## src/rtl/uart_pkg.sv

```systemverilog
// rtl/uart_pkg.sv - shared constants and FSM state type for the UART transmit feeder
package uart_pkg;
    localparam int BYTE_W    = 8;
    localparam int DEF_DEPTH = 16;
    localparam int DEF_AW    = 4;
    localparam int DEF_TMO_W = 16;

    typedef enum logic [1:0] {
        ST_IDLE,
        ST_LOAD,
        ST_WAIT_DONE
    } tx_state_e;
endpackage

```

## src/rtl/uart_byte_fifo.sv

```systemverilog
// rtl/uart_byte_fifo.sv - circular byte FIFO with level count, sticky overflow and flush
module uart_byte_fifo
    import uart_pkg::*;
#(
    parameter int DEPTH = DEF_DEPTH,
    parameter int AW    = DEF_AW
) (
    input  logic              clk_i,
    input  logic              reset_ni,
    input  logic [BYTE_W-1:0] wr_data_i,
    input  logic              wr_en_i,
    input  logic              rd_en_i,
    input  logic              flush_i,
    input  logic              clr_overflow_i,
    output logic [BYTE_W-1:0] rd_data_o,
    output logic              full_o,
    output logic              empty_o,
    output logic [AW:0]       level_o,
    output logic              overflow_o
);
    logic [BYTE_W-1:0] mem_q [DEPTH];
    logic [AW-1:0]     wr_ptr_q, wr_ptr_d;
    logic [AW-1:0]     rd_ptr_q, rd_ptr_d;
    logic [AW:0]       level_q, level_d;
    logic              full_q, empty_q;
    logic              overflow_q, overflow_d;
    logic              wr_ok, rd_ok;

    // Acceptance is judged on the registered (pre-edge) full/empty flags.
    assign wr_ok = wr_en_i && !full_q && !flush_i;
    assign rd_ok = rd_en_i && !empty_q && !flush_i;

    always_comb begin
        wr_ptr_d   = wr_ptr_q + AW'(wr_ok);
        rd_ptr_d   = rd_ptr_q + AW'(rd_ok);
        level_d    = level_q + (AW+1)'(wr_ok) - (AW+1)'(rd_ok);
        overflow_d = overflow_q;
        if (flush_i) begin
            wr_ptr_d = '0;
            rd_ptr_d = '0;
            level_d  = '0;
        end
        if (clr_overflow_i) begin
            overflow_d = 1'b0;
        end
        if (wr_en_i && full_q && !flush_i) begin
            overflow_d = 1'b1;
        end
    end

    always_ff @(posedge clk_i or negedge reset_ni) begin
        if (!reset_ni) begin
            wr_ptr_q   <= '0;
            rd_ptr_q   <= '0;
            level_q    <= '0;
            full_q     <= 1'b0;
            empty_q    <= 1'b1;
            overflow_q <= 1'b0;
        end else begin
            wr_ptr_q   <= wr_ptr_d;
            rd_ptr_q   <= rd_ptr_d;
            level_q    <= level_d;
            full_q     <= (level_d == (AW+1)'(DEPTH));
            empty_q    <= (level_d == '0);
            overflow_q <= overflow_d;
        end
    end

    always_ff @(posedge clk_i) begin
        if (wr_ok) begin
            mem_q[wr_ptr_q] <= wr_data_i;
        end
    end

    assign rd_data_o  = mem_q[rd_ptr_q];
    assign full_o     = full_q;
    assign empty_o    = empty_q;
    assign level_o    = level_q;
    assign overflow_o = overflow_q;
endmodule

```

## src/rtl/uart_tx_feeder.sv

```systemverilog
// rtl/uart_tx_feeder.sv - buffers host bytes and sequences transmit/tx_busy handshakes to a UART
module uart_tx_feeder
    import uart_pkg::*;
#(
    parameter int DEPTH = DEF_DEPTH,
    parameter int AW    = DEF_AW,
    parameter int TMO_W = DEF_TMO_W
) (
    input  logic              clk_i,
    input  logic              reset_ni,
    input  logic [BYTE_W-1:0] wr_data_i,
    input  logic              wr_en_i,
    input  logic              flush_i,
    input  logic              clr_overflow_i,
    output logic              full_o,
    output logic              empty_o,
    output logic [AW:0]       level_o,
    output logic              overflow_o,
    output logic              tx_timeout_o,
    output logic [BYTE_W-1:0] data_in_o,
    output logic              transmit_o,
    input  logic              tx_busy_i
);
    tx_state_e         state_q;
    logic [TMO_W-1:0]  timer_q;
    logic [TMO_W-1:0]  timer_inc;
    logic [BYTE_W-1:0] data_in_q;
    logic              transmit_q;
    logic              tx_timeout_q;
    logic [BYTE_W-1:0] head_byte;
    logic              fifo_empty;
    logic              pop;

    assign pop       = (state_q == ST_IDLE) && !fifo_empty && !tx_busy_i && !flush_i;
    assign timer_inc = timer_q + 1'b1;

    uart_byte_fifo #(
        .DEPTH (DEPTH),
        .AW    (AW)
    ) u_fifo (
        .clk_i          (clk_i),
        .reset_ni       (reset_ni),
        .wr_data_i      (wr_data_i),
        .wr_en_i        (wr_en_i),
        .rd_en_i        (pop),
        .flush_i        (flush_i),
        .clr_overflow_i (clr_overflow_i),
        .rd_data_o      (head_byte),
        .full_o         (full_o),
        .empty_o        (fifo_empty),
        .level_o        (level_o),
        .overflow_o     (overflow_o)
    );

    // transmit stays up in LOAD until the UART, sampling on its baud tick, reports busy.
    always_ff @(posedge clk_i or negedge reset_ni) begin
        if (!reset_ni) begin
            state_q      <= ST_IDLE;
            timer_q      <= '0;
            data_in_q    <= '0;
            transmit_q   <= 1'b0;
            tx_timeout_q <= 1'b0;
        end else begin
            tx_timeout_q <= 1'b0;
            case (state_q)
                ST_IDLE: begin
                    if (pop) begin
                        data_in_q  <= head_byte;
                        transmit_q <= 1'b1;
                        timer_q    <= '0;
                        state_q    <= ST_LOAD;
                    end
                end
                ST_LOAD: begin
                    if (tx_busy_i) begin
                        transmit_q <= 1'b0;
                        timer_q    <= '0;
                        state_q    <= ST_WAIT_DONE;
                    end else if (&timer_inc) begin
                        transmit_q   <= 1'b0;
                        tx_timeout_q <= 1'b1;
                        timer_q      <= '0;
                        state_q      <= ST_IDLE;
                    end else begin
                        timer_q <= timer_inc;
                    end
                end
                ST_WAIT_DONE: begin
                    if (!tx_busy_i) begin
                        state_q <= ST_IDLE;
                    end
                end
                default: state_q <= ST_IDLE;
            endcase
        end
    end

    assign empty_o      = fifo_empty;
    assign data_in_o    = data_in_q;
    assign transmit_o   = transmit_q;
    assign tx_timeout_o = tx_timeout_q;
endmodule
```

## config.mk

```make
export PLATFORM = sky130hd
export DESIGN_NAME = uart_tx_feeder
export DESIGN_NICKNAME = d
export VERILOG_FILES = /design/src/rtl/uart_pkg.sv /design/src/rtl/uart_byte_fifo.sv /design/src/rtl/uart_tx_feeder.sv
export SDC_FILE = /design/constraint.sdc
export NUM_CORES = 1
export LEC_CHECK = 0
export CORE_ASPECT_RATIO = 0.6
export CORE_MARGIN = 2
export CORE_UTILIZATION = 60
export CTS_CLUSTER_SIZE = 16
export DETAILED_ROUTE_END_ITERATION = 8
export PLACE_DENSITY = 0.79
export SETUP_SLACK_MARGIN = 0.2
export SLEW_MARGIN = 40
export SYNTH_ARGS = -nofsm -noshare
export SYNTH_HDL_FRONTEND = slang
export SYNTH_SLANG_ARGS = --single-unit
```

## constraint.sdc

```tcl
create_clock -name clk_i -period 3.96 [get_ports clk_i]
set_clock_uncertainty 0.05 [all_clocks]
set_input_delay 0.396 -clock clk_i [delete_from_list [all_inputs] [get_ports clk_i]]
set_output_delay 0.396 -clock clk_i [all_outputs]
set_load 0.01 [all_outputs]
```

==> results of run 1 <==
how the worst max path moves through the flow:
| stage | startpoint | end | slack (ps) | depth (start not counted) |
|---|---|---|---|---|
| global route | tx_busy_i | u_fifo.empty_o$_DFF_PN1_ | 920 | 12 |
| floorplan | tx_busy_i | u_fifo.empty_o$_DFF_PN1_ | 990 | 12 |
| global placement | tx_busy_i | u_fifo.empty_o$_DFF_PN1_ | 800 | 12 |
| detailed placement | tx_busy_i | u_fifo.empty_o$_DFF_PN1_ | 670 | 12 |
| CTS | timer_q[1]$_DFFE_PN0P_ | timer_q[8]$_DFFE_PN0P_ | 990 | 7 |
| finish | tx_busy_i | u_fifo.empty_o$_DFF_PN1_ | 1120 | 12 |
repair_timing:
item | CTS | global route
setup buffers | 0 | 0
endpoints found under the hold margin | 15 | 0
hold buffers | 1 | 0
final cells by class:
type,count,area [sq um]
timing repair buffer,43,410
clock inverter,15,153
inverter,12,45.0
clock buffer,17,425
multi-input combinational,223,2150
fill,691,3190
sequential,172,4950
tap,160,200
per-layer routing:
metal,GRT usage [%],vias to the layer above,part of all wire (%)
li1,-,1756,-
met1,37.0,2050,48
met2,35.0,160,44
met3,6.48,10,7.4
met4,5.44,0,0.65
met5,0,-,0
power groups by stage:
stage | sequential, mW | clock, mW | combinational [mW]
after floorplan | 2.18 | 0 | 0.436
after global placement | 2.17 | 0 | 0.730
after detailed placement | 2.18 | 0 | 0.751
after CTS | 2.14 | 1.65 | 0.759
after global routing | 2.16 | 1.72 | 0.826
final | 2.14 | 1.63 | 0.756
stage by stage:
stage               utilization, %  instance area (sq um)
global route                  72.3                   8330
floorplan                        -                   7220
finish                        72.3                   8330
global placement              67.1                   7730
CTS                           72.2                   8320
detailed placement            67.1                   7730
placed cells by master, fill, tap and decap left out, types with 3 or more instances in the layout:
cell type        netlist  final
edfxtp_1             128    128
dfrtp_1               43     41
mux4_2                40     40
clkdlybuf4s50_1        0     30
nand2_1               26     26
nor2_1                27     25
clkbuf_16              0     17
nand3_1               14     14
inv_1                 12     12
ha_1                  11     11
buf_4                  1     10
xor2_1                 8      8
mux2_2                 8      8
nand2b_1               7      7
nor2b_1                6      6
nor3_1                 7      6
or2_2                  6      6
or3_1                  5      5
o21ai_1                5      5
o221ai_2               5      5
o221ai_1               5      5
inv_6                  0      5
xnor2_1                4      4
a21oi_1                4      4
nand4_1                4      4
o211ai_1               4      4
a21o_1                 3      3
and4_1                 3      3
o21ai_0                3      3
clkinvlp_4             0      3
inv_8                  0      3
flip-flops by register name (all words and copies together), names as in the netlist:
register and count:
timer_q 16, data_in_o 8, u_fifo.rd_ptr_q 4, u_fifo.overflow_o 1, transmit_o 1, state_q 2, tx_timeout_o 1, u_fifo.level_o 5
u_fifo.full_o 1, u_fifo.empty_o 1, u_fifo.mem_q 128, u_fifo.wr_ptr_q 4
cell families after synthesis:
family | count (synthesis)
mux | 48
xor+xnor | 12
compound gates | 35
buf+inv | 32
fa+ha+maj | 12
flops | 172
simple gates | 116
worst max-delay path: cells and delay by family:
| family | cells | cell delay [ps] |
|---|---|---|
| simple gates | 5 | 1210 |
| fa+ha+maj | 3 | 800 |
| buf+inv | 3 | 560 |
| xor+xnor | 1 | 160 |
==> impl_metrics.toml, run 1 <==
[logic_synthesis]
synth_area_leaders = "edfxtp_1 (53%), dfrtp_1 (15%), mux4_2 (12%), ha_1 (1.9%), nor2_1 (1.4%)"
synth-seq-area-share_pct = 68.5
synth_common_cells = "edfxtp_1 (128), dfrtp_1 (43), mux4_2 (40), nor2_1 (27), nand2_1 (26)"
synthMuxAreaShare_pct = 13.7
synth_top_area_cell = "edfxtp_1"
yosys_warnings = 0
synth-compound-area-share_pct = 3.99
synth_edf_count = 128
synth-main-ff-cell = "edfxtp_1"
synth_fa_ha_area_share_pct = 2.18
synthesis.nets = 453
yosysMostFrequentCell = "edfxtp_1"
synth_top_family_by_area = "multiplexers"
synthXorXnorAreaFrac_pct = 1.46
avgSynthCellArea_sq_um = 16.9
synth_seq_cells = 172
synthSimpleGateAreaFrac_pct = 8.22
synth_top_area_share_pct = 53.3
synth.distinct_cells = 47
syn_inst = 427
synth_area_sq_um = 7220
async_flop_share_pct = 25.6

[timing]
hold_viol = 0
hold_ws_ps = 401
final-max-slew-violation-count = 0
layout_min_cycle_time_ps = 2840
fmax_ghz = 0.352
fin_crit_sh_pct = 71.7
max_slew_margin_pct = 43.8
setup_viol_count_final = 0
finalSetupTns_ps = 0
rsz0062_at_grt = "no"
worstMarginPinSlew_ps = 840
fin_ws_ps = 1120

[power]
total_leakage_power_nw = 2.82
seqPwrFrac_pct = 47.3
power_density_nw_per_um2 = 543
pwr-share-comb_pct = 16.7
power_mw = 4.53
irDropWorstVdd_mv = 0.292
p_switching_mw = 1.19
switching_share_pct = 26.3
clock_power_share_pct = 36.0
internal_power_mw = 3.34

[critical_path]
slowest_delay_ps = 450
critical_path_peak_fanout = 4
critical_path_arrival_ps = 3150
worstSetupPathType = "in -> reg"
r2r_end = "u_fifo.empty_o$_DFF_PN1_"
cp-start-kind = "input pin"
r2r_slack_ps = 1160
worst-endpoint-required_ps = 4270
reg2reg_from = "u_fifo.empty_o$_DFF_PN1_"
crit_path_top_delay_cell = "clkdlybuf4s50_1"
cp-end-kind = "flop"
reg2reg_depth = 11
path_cells = "clkdlybuf4s50_1 -> or3_1 -> nor3_2 -> ha_1 -> inv_1 -> ha_1 -> inv_1 -> fa_1 -> xor2_1 -> nor2_1 -> nor4_1 -> nor2b_1"

[clocking]
cts_buffers = 17
cts.sinks = 172
htreeDepth = 4
clkSlewWorstSetupHoldPaths_ps = 70
cts_resized = 0
clockBufferDepth = 2
cts_root_buf = "clkbuf_16"
worstSkewPairLatency_ps = 420
cts_tree = "yes"

[placed_design]
dpl.hpwl_microns = 9150
gp_congestion = 0.826
dpl_worst_slack_ps = 670
placedCellCount = 609
io_buffer_count = 31

[die]
dieArea_sq_um = 12900
row_count = 30
fp.dieW_microns = 146
die_height_microns = 89.0
design.core.area_sq_um = 11500
initial_core_util_pct = 62.6
pin_count = 32

[detailed_routing]
drtIter0Drc = 440
vias = 3976
wl_per_cell_microns = 22.4
drc = 0
wl_microns = 14400
first_pass_iters = 5
via_per_inst = 6.19
postRouteAntennaNets = 0

[grt]
grt_pass1_vias = 3842
grt-ovfl-total = 0
grt_use_total_pct = 24.0
antenna_found_initial = 1
grt_pass1_wl_microns = 22300
grt_max_degree = 30

[final_layout]
fin_nets = 495
drive_gt1_share_pct = 23.9
layout-area-overhead-vs-synth_pct = 15.5
diodes = 0
instances_no_fill = 642

[min_path]
holdCritPathClass = "in -> async"

[run]
drv_cap = 0

[run_status]
status = "complete, no violations"
No activity file was read; power rests on OpenSTA's default activity.
==> run 2: changes to the inputs <==
--- a/config.mk
+++ b/config.mk
@@ -7,10 +7,10 @@
 export LEC_CHECK = 0
 export CORE_ASPECT_RATIO = 0.6
 export CORE_MARGIN = 2
-export CORE_UTILIZATION = 60
+export CORE_UTILIZATION = 54
 export CTS_CLUSTER_SIZE = 16
 export DETAILED_ROUTE_END_ITERATION = 8
-export PLACE_DENSITY = 0.79
+export PLACE_DENSITY = 0.75
 export SETUP_SLACK_MARGIN = 0.2
 export SLEW_MARGIN = 40
 export SYNTH_ARGS = -nofsm -noshare
==> constraint.sdc (replaced) <==
create_clock -name clk_i -period 2.5 [get_ports clk_i]
set_clock_uncertainty 0.05 [all_clocks]
set_input_delay 0.25 -clock clk_i [delete_from_list [all_inputs] [get_ports clk_i]]
set_output_delay 0.25 -clock clk_i [all_outputs]
set_load 0.01 [all_outputs]
==> run 2 against run 1 <==
  * The flow now finishes with violations (setup timing)
  * Sequential power rose by 58%
  * Routed wire length rose by 8.3%
  * Sequential share of layout area fell by 3.8 points
  * Non-clock buffer count rose by 36
  * Worst setup slack got worse by 1100 ps
  * Count of clock-buffer cells in the layout rose by 2
  * Die area rose by 11%
  * Register-to-register slack got worse by 1200 ps
  * Critical endpoint unchanged
  * Largest cell class unchanged
==> impl_metrics.toml, run 2 (same netlist as run 1, synthesis figures left out) <==
[timing]
final-max-slew-violation-count = 0
fin_crit_sh_pct = 101
rsz0062_at_grt = "yes"
finalSetupTns_ps = -26.2
fin_ws_ps = -24.2
fmax_ghz = 0.396
setup_viol_count_final = 2
max_slew_margin_pct = 56.3
layout_min_cycle_time_ps = 2520
worstMarginPinSlew_ps = 654
hold_viol = 0

[final_layout]
final_cell_mix = "edfxtp_1 (128), buf_4 (42), mux4_2 (40)"
utilization_pct = 68.9
largest-register = "u_fifo.mem_q"
final_common_cell = "edfxtp_1"
largest_reg_flops = 128
instances_no_fill = 688
n_fill_cell = 802
drive_gt1_share_pct = 35.3
fin_nets = 531
diodes = 0
layout-area-overhead-vs-synth_pct = 23.4

[power]
irDropWorstVdd_mv = 0.439
p_switching_mw = 1.88
seqPwrFrac_pct = 45.1
clock_power_share_pct = 34.9
switching_share_pct = 25.0
power_mw = 7.50
pwr-share-comb_pct = 20.1
power_density_nw_per_um2 = 842
total_leakage_power_nw = 3.06
internal_power_mw = 5.62

[clocking]
cts_tree = "yes"
cts.sinks = 172
clkSlewWorstSetupHoldPaths_ps = 70
cts_buffers = 17
cts_root_buf = "clkbuf_16"
worstSkewPairLatency_ps = 420
htreeDepth = 4
clockBufferDepth = 2

[detailed_routing]
vias = 4137
postRouteAntennaNets = 0
drc = 0
first_pass_iters = 5
wl_per_cell_microns = 22.7
wl_microns = 15600
drtIter0Drc = 328
via_per_inst = 6.01

[critical_path]
critical-path-top-delay-family = "simple AND/OR/NAND/NOR gates"
crit_path_top_delay_cell = "fa_2"
worstSetupPathType = "reg -> reg"
cp-start-kind = "flop"
path_cells = "or3_4 -> nor3_4 -> ha_4 -> inv_4 -> ha_4 -> inv_2 -> fa_2 -> nor2_2 -> nor4_2 -> nor2b_1"
critical_path_peak_fanout = 2
r2r_slack_ps = -20
cp-end-kind = "flop"
worst-endpoint-required_ps = 2810
crit_top_cell = "ha_4"
cp-startpoint = "u_fifo.empty_o$_DFF_PN1_"
slowest_delay_ps = 520
reg2reg_from = "u_fifo.empty_o$_DFF_PN1_"
worstPathBufferInverterCount = 2
critical_path_arrival_ps = 2830

[die]
dieArea_sq_um = 14300
fp.dieW_microns = 153
row_count = 32
design.core.area_sq_um = 12900
initial_core_util_pct = 55.8
pin_count = 32
die_height_microns = 93.6

[grt]
grt_use_total_pct = 22.9
grt-ovfl-total = 0
antenna_found_initial = 0
grt_max_degree = 36
grt_pass1_wl_microns = 23700
grt_pass1_vias = 4121

[run_status]
violations = "setup timing"
status = "complete, but fails checks"

[run]
drv_cap = 0

[placed_design]
io_buffer_count = 31
dpl.hpwl_microns = 9610
placedCellCount = 642
gp_congestion = 0.838

[min_path]
holdCritPathClass = "in -> async"
run 2: path summary, 6_finish.rpt:
check                      cells past startpoint                            end
min in group clk_i                             2  u_fifo.overflow_o$_DFFE_PN0P_
min                                            2       data_in_o[4]$_DFFE_PN0P_
max reg2reg                                   10       u_fifo.empty_o$_DFF_PN1_
min reg2reg                                    1       data_in_o[1]$_DFFE_PN0P_
max in group asynchronous                      3         timer_q[3]$_DFFE_PN0P_
max                                           10       u_fifo.empty_o$_DFF_PN1_
run 2: area by class of cell:
type                    count  area (sq um)  area share, %
repair buffers             79           742           8.33
well taps                 170           213           2.39
multi-input cells         223          2370           26.6
inverters                  12          47.5          0.534
clock inverters            13           150           1.69
clock buffers              19           433           4.86
flip-flops and latches    172          4950           55.6
run 2: stage by stage:
| step | setup WS [ps] | area [sq um] | hold slack [ps] |
|---|---|---|---|
| after global placement | -453 | 8000 | 332 |
| after CTS | -36.0 | 8660 | 349 |
| after detailed placement | -562 | 8000 | 351 |
| final | -24.2 | 8910 | 275 |
| after global routing | -152 | 8910 | 324 |
| after floorplan | -57.0 | 7280 | -95.6 |
run 2: metal layers:
| layer | GRT usage (%) | up-vias | share of wire [%] | wire, microns |
|---|---|---|---|---|
| li1 | - | 1815 | - | - |
| met4 | 5.86 | 0 | 1.2 | 181 |
| met3 | 6.16 | 18 | 8.4 | 1300 |
| met1 | 35.3 | 2126 | 45 | 7080 |
| met2 | 32.5 | 178 | 45 | 7020 |
| met5 | 0 | - | 0 | 0 |
run 2: worst register-to-register path, stage by stage (launching register included):
cell	delay [ps]
dfstp_2	380
or3_4	340
nor3_4	170
ha_4	240
inv_4	50
ha_4	120
inv_2	30
fa_2	520
nor2_2	50
nor4_2	320
nor2b_1	180
run 2: power groups by stage:
stage	clock [mW]	combinational (mW)	sequential, mW
6_report	2.62	1.51	3.38
5_1_grt	2.78	1.63	3.40
4_1_cts	2.65	1.38	3.38
3_5_place_dp	0	1.35	3.43
3_3_place_gp	0	1.30	3.42
2_1_floorplan	0	0.745	3.46
run 2: timing repair:
| item | CTS | global route |
|---|---|---|
| gates cloned | 0 | 1 |
| resized for setup | 7 | 34 |
| endpoints found under the hold margin | 33 | 0 |
| endpoints found under the setup margin | 21 | 31 |
| pin swaps | 8 | 21 |
| hold buffers | 1 | 0 |
| setup buffers | 3 | 9 |
==> run 3: changes to the inputs <==
--- a/config.mk
+++ b/config.mk
@@ -10,8 +10,9 @@
 export CORE_UTILIZATION = 54
 export CTS_CLUSTER_SIZE = 16
 export DETAILED_ROUTE_END_ITERATION = 8
+export GPL_ROUTABILITY_DRIVEN = 0
 export PLACE_DENSITY = 0.75
-export SETUP_SLACK_MARGIN = 0.2
+export SETUP_SLACK_MARGIN = 0.02
 export SLEW_MARGIN = 40
 export SYNTH_ARGS = -nofsm -noshare
 export SYNTH_HDL_FRONTEND = slang
==> run 3 against run 2 <==
  * The flow still finishes with violations (setup timing)
  * Worst setup slack about the same
  * Sequential share of layout area increased by 1.5 points
  * Count of clock-buffer cells in the layout decreased by 2
  * Critical path type unchanged
  * Critical endpoint is now u_fifo.full_o$_DFF_PN0_
==> impl_metrics.toml, run 3 (same netlist as run 1, synthesis figures left out) <==
[run_status]
status = "complete, but fails checks"
violations = "setup timing"

[detailed_routing]
via_per_inst = 6.02
drtIter0Drc = 380
wl_microns = 15300
vias = 4121
drc = 0
wl_per_cell_microns = 22.3
first_pass_iters = 5
postRouteAntennaNets = 0

[clocking]
clkSlewWorstSetupHoldPaths_ps = 70
htreeDepth = 4
worstSkewPairLatency_ps = 430
cts_root_buf = "clkbuf_16"
cts_buffers = 17
cts.sinks = 172
cts_tree = "yes"
clockBufferDepth = 2

[power]
switching_share_pct = 26.7
seqPwrFrac_pct = 46.7
power_density_nw_per_um2 = 837
p_switching_mw = 1.94
internal_power_mw = 5.32
clock_power_share_pct = 33.9
pwr-share-comb_pct = 19.3
irDropWorstVdd_mv = 0.520
total_leakage_power_nw = 2.98
power_mw = 7.25

[critical_path]
critical_path_peak_fanout = 3
slowest_delay_ps = 380
cp-end-kind = "flop"
worstPathBufferInverterCount = 3
worst-endpoint-required_ps = 2770
crit_top_cell = "ha_4"
reg2reg_from = "u_fifo.empty_o$_DFF_PN1_"
cp-startpoint = "u_fifo.empty_o$_DFF_PN1_"
critical-path-top-delay-family = "simple AND/OR/NAND/NOR gates"
crit_path_top_delay_cell = "dfstp_2"
worstSetupPathType = "reg -> reg"
path_cells = "or3_4 -> nor3_4 -> ha_4 -> inv_4 -> ha_4 -> inv_2 -> fa_2 -> inv_1 -> a21o_1 -> a21oi_2 -> xnor2_1 -> nor2_2 -> and2_1"
cp-start-kind = "flop"
critical_path_arrival_ps = 2800

[final_layout]
diodes = 0
n_fill_cell = 864
fin_nets = 528
largest-register = "u_fifo.mem_q"
ff_latch_area_sq_um = 4950
utilization_pct = 67.0
drive_gt1_share_pct = 31.5
largest_reg_flops = 128
layout-area-overhead-vs-synth_pct = 20.1
design_area_sq_um = 8670
final_cell_mix = "edfxtp_1 (128), mux4_2 (40), dfrtp_1 (38), buf_4 (38), clkdlybuf4s50_1 (30)"
final_common_cell = "edfxtp_1"
multi_input_area_sq_um = 2210

[die]
die_height_microns = 93.6
initial_core_util_pct = 55.8
fp.dieW_microns = 153
dieArea_sq_um = 14300
pin_count = 32
row_count = 32
design.core.area_sq_um = 12900

[grt]
grt_pass1_vias = 4070
grt_max_degree = 35
grt-ovfl-total = 0
grt_pass1_wl_microns = 23600
antenna_found_initial = 0
grt_use_total_pct = 22.9

[placed_design]
place_area_sq_um = 8030
io_buffer_count = 31
dpl.hpwl_microns = 10200

[timing]
fin_crit_sh_pct = 101
worstMarginPinSlew_ps = 619
hold_viol = 0
fmax_ghz = 0.396
final-max-slew-violation-count = 0
rsz0062_at_grt = "yes"
layout_min_cycle_time_ps = 2520
max_slew_margin_pct = 58.6
setup_viol_count_final = 1
fin_ws_ps = -24.3

[run]
drv_cap = 0

[min_path]
holdCritPathClass = "in -> async"
## run 3: layout make-up
type,instances,share of cell area [%]
clock buffer,17,4.91
timing repair buffer,76,8.01
multi-input combinational,223,25.5
tap,170,2.45
inverter,12,0.548
sequential,172,57.1
clock inverter,15,1.46
## run 3: path summary, 6_finish.rpt
kind | depth (start not counted) | slack (ps) | end
hold reg to reg | 1 | 460 | data_in_o[1]$_DFFE_PN0P_
hold / removal | 2 | 330 | u_fifo.level_o[0]$_DFF_PN0_
setup / recovery | 13 | -20 | u_fifo.full_o$_DFF_PN0_
max in group asynchronous | 3 | 1480 | timer_q[4]$_DFFE_PN0P_
min in group clk_i | 2 | 330 | u_fifo.overflow_o$_DFFE_PN0P_
setup reg to reg | 13 | -20 | u_fifo.full_o$_DFF_PN0_
## run 3: repair_timing
item                       4_1_cts  5_1_grt
setup buffers                    1        3
setup endpoints to repair        2       21
gates resized for setup          3       12
hold buffers                     1        0
pin swaps                        3        6
hold endpoints to repair        22        0
## run 3: per-stage QoR
stage | cells | setup TNS (ps) | hold slack (ps) | setup WS (ps)
floorplan | 427 | -109 | -95.6 | -57.0
CTS | 682 | 0 | 329 | 8.38
finish | 685 | -24.3 | 328 | -24.3
global route | 685 | -284 | 366 | -108
detailed placement | 648 | -6610 | 244 | -457
global placement | 648 | -3540 | 245 | -376
## run 3: layer usage
layer  up-vias  GRT usage, %  part of all wire, %
met5         -             0                    0
met4         0          6.02                 0.94
met3        16          5.79                  9.0
met2       197          32.2                   44
met1      2091          36.0                   46
li1       1817             -                    -
## run 3: worst reg2reg max path, stage by stage, from the launching register on
cell	delay, ps
dfstp_2	380
or3_4	340
nor3_4	190
ha_4	240
inv_4	50
ha_4	120
inv_2	30
fa_2	340
inv_1	60
a21o_1	110
a21oi_2	60
xnor2_1	200
nor2_2	80
and2_1	150
## run 3: power by group through the flow
stage	Sequential [mW]	Clock [mW]	Combinational [mW]
after floorplan	3.46	0	0.732
after global placement	3.43	0	1.28
after detailed placement	3.44	0	1.31
after CTS	3.38	2.49	1.35
after global routing	3.41	2.62	1.52
final	3.39	2.46	1.40
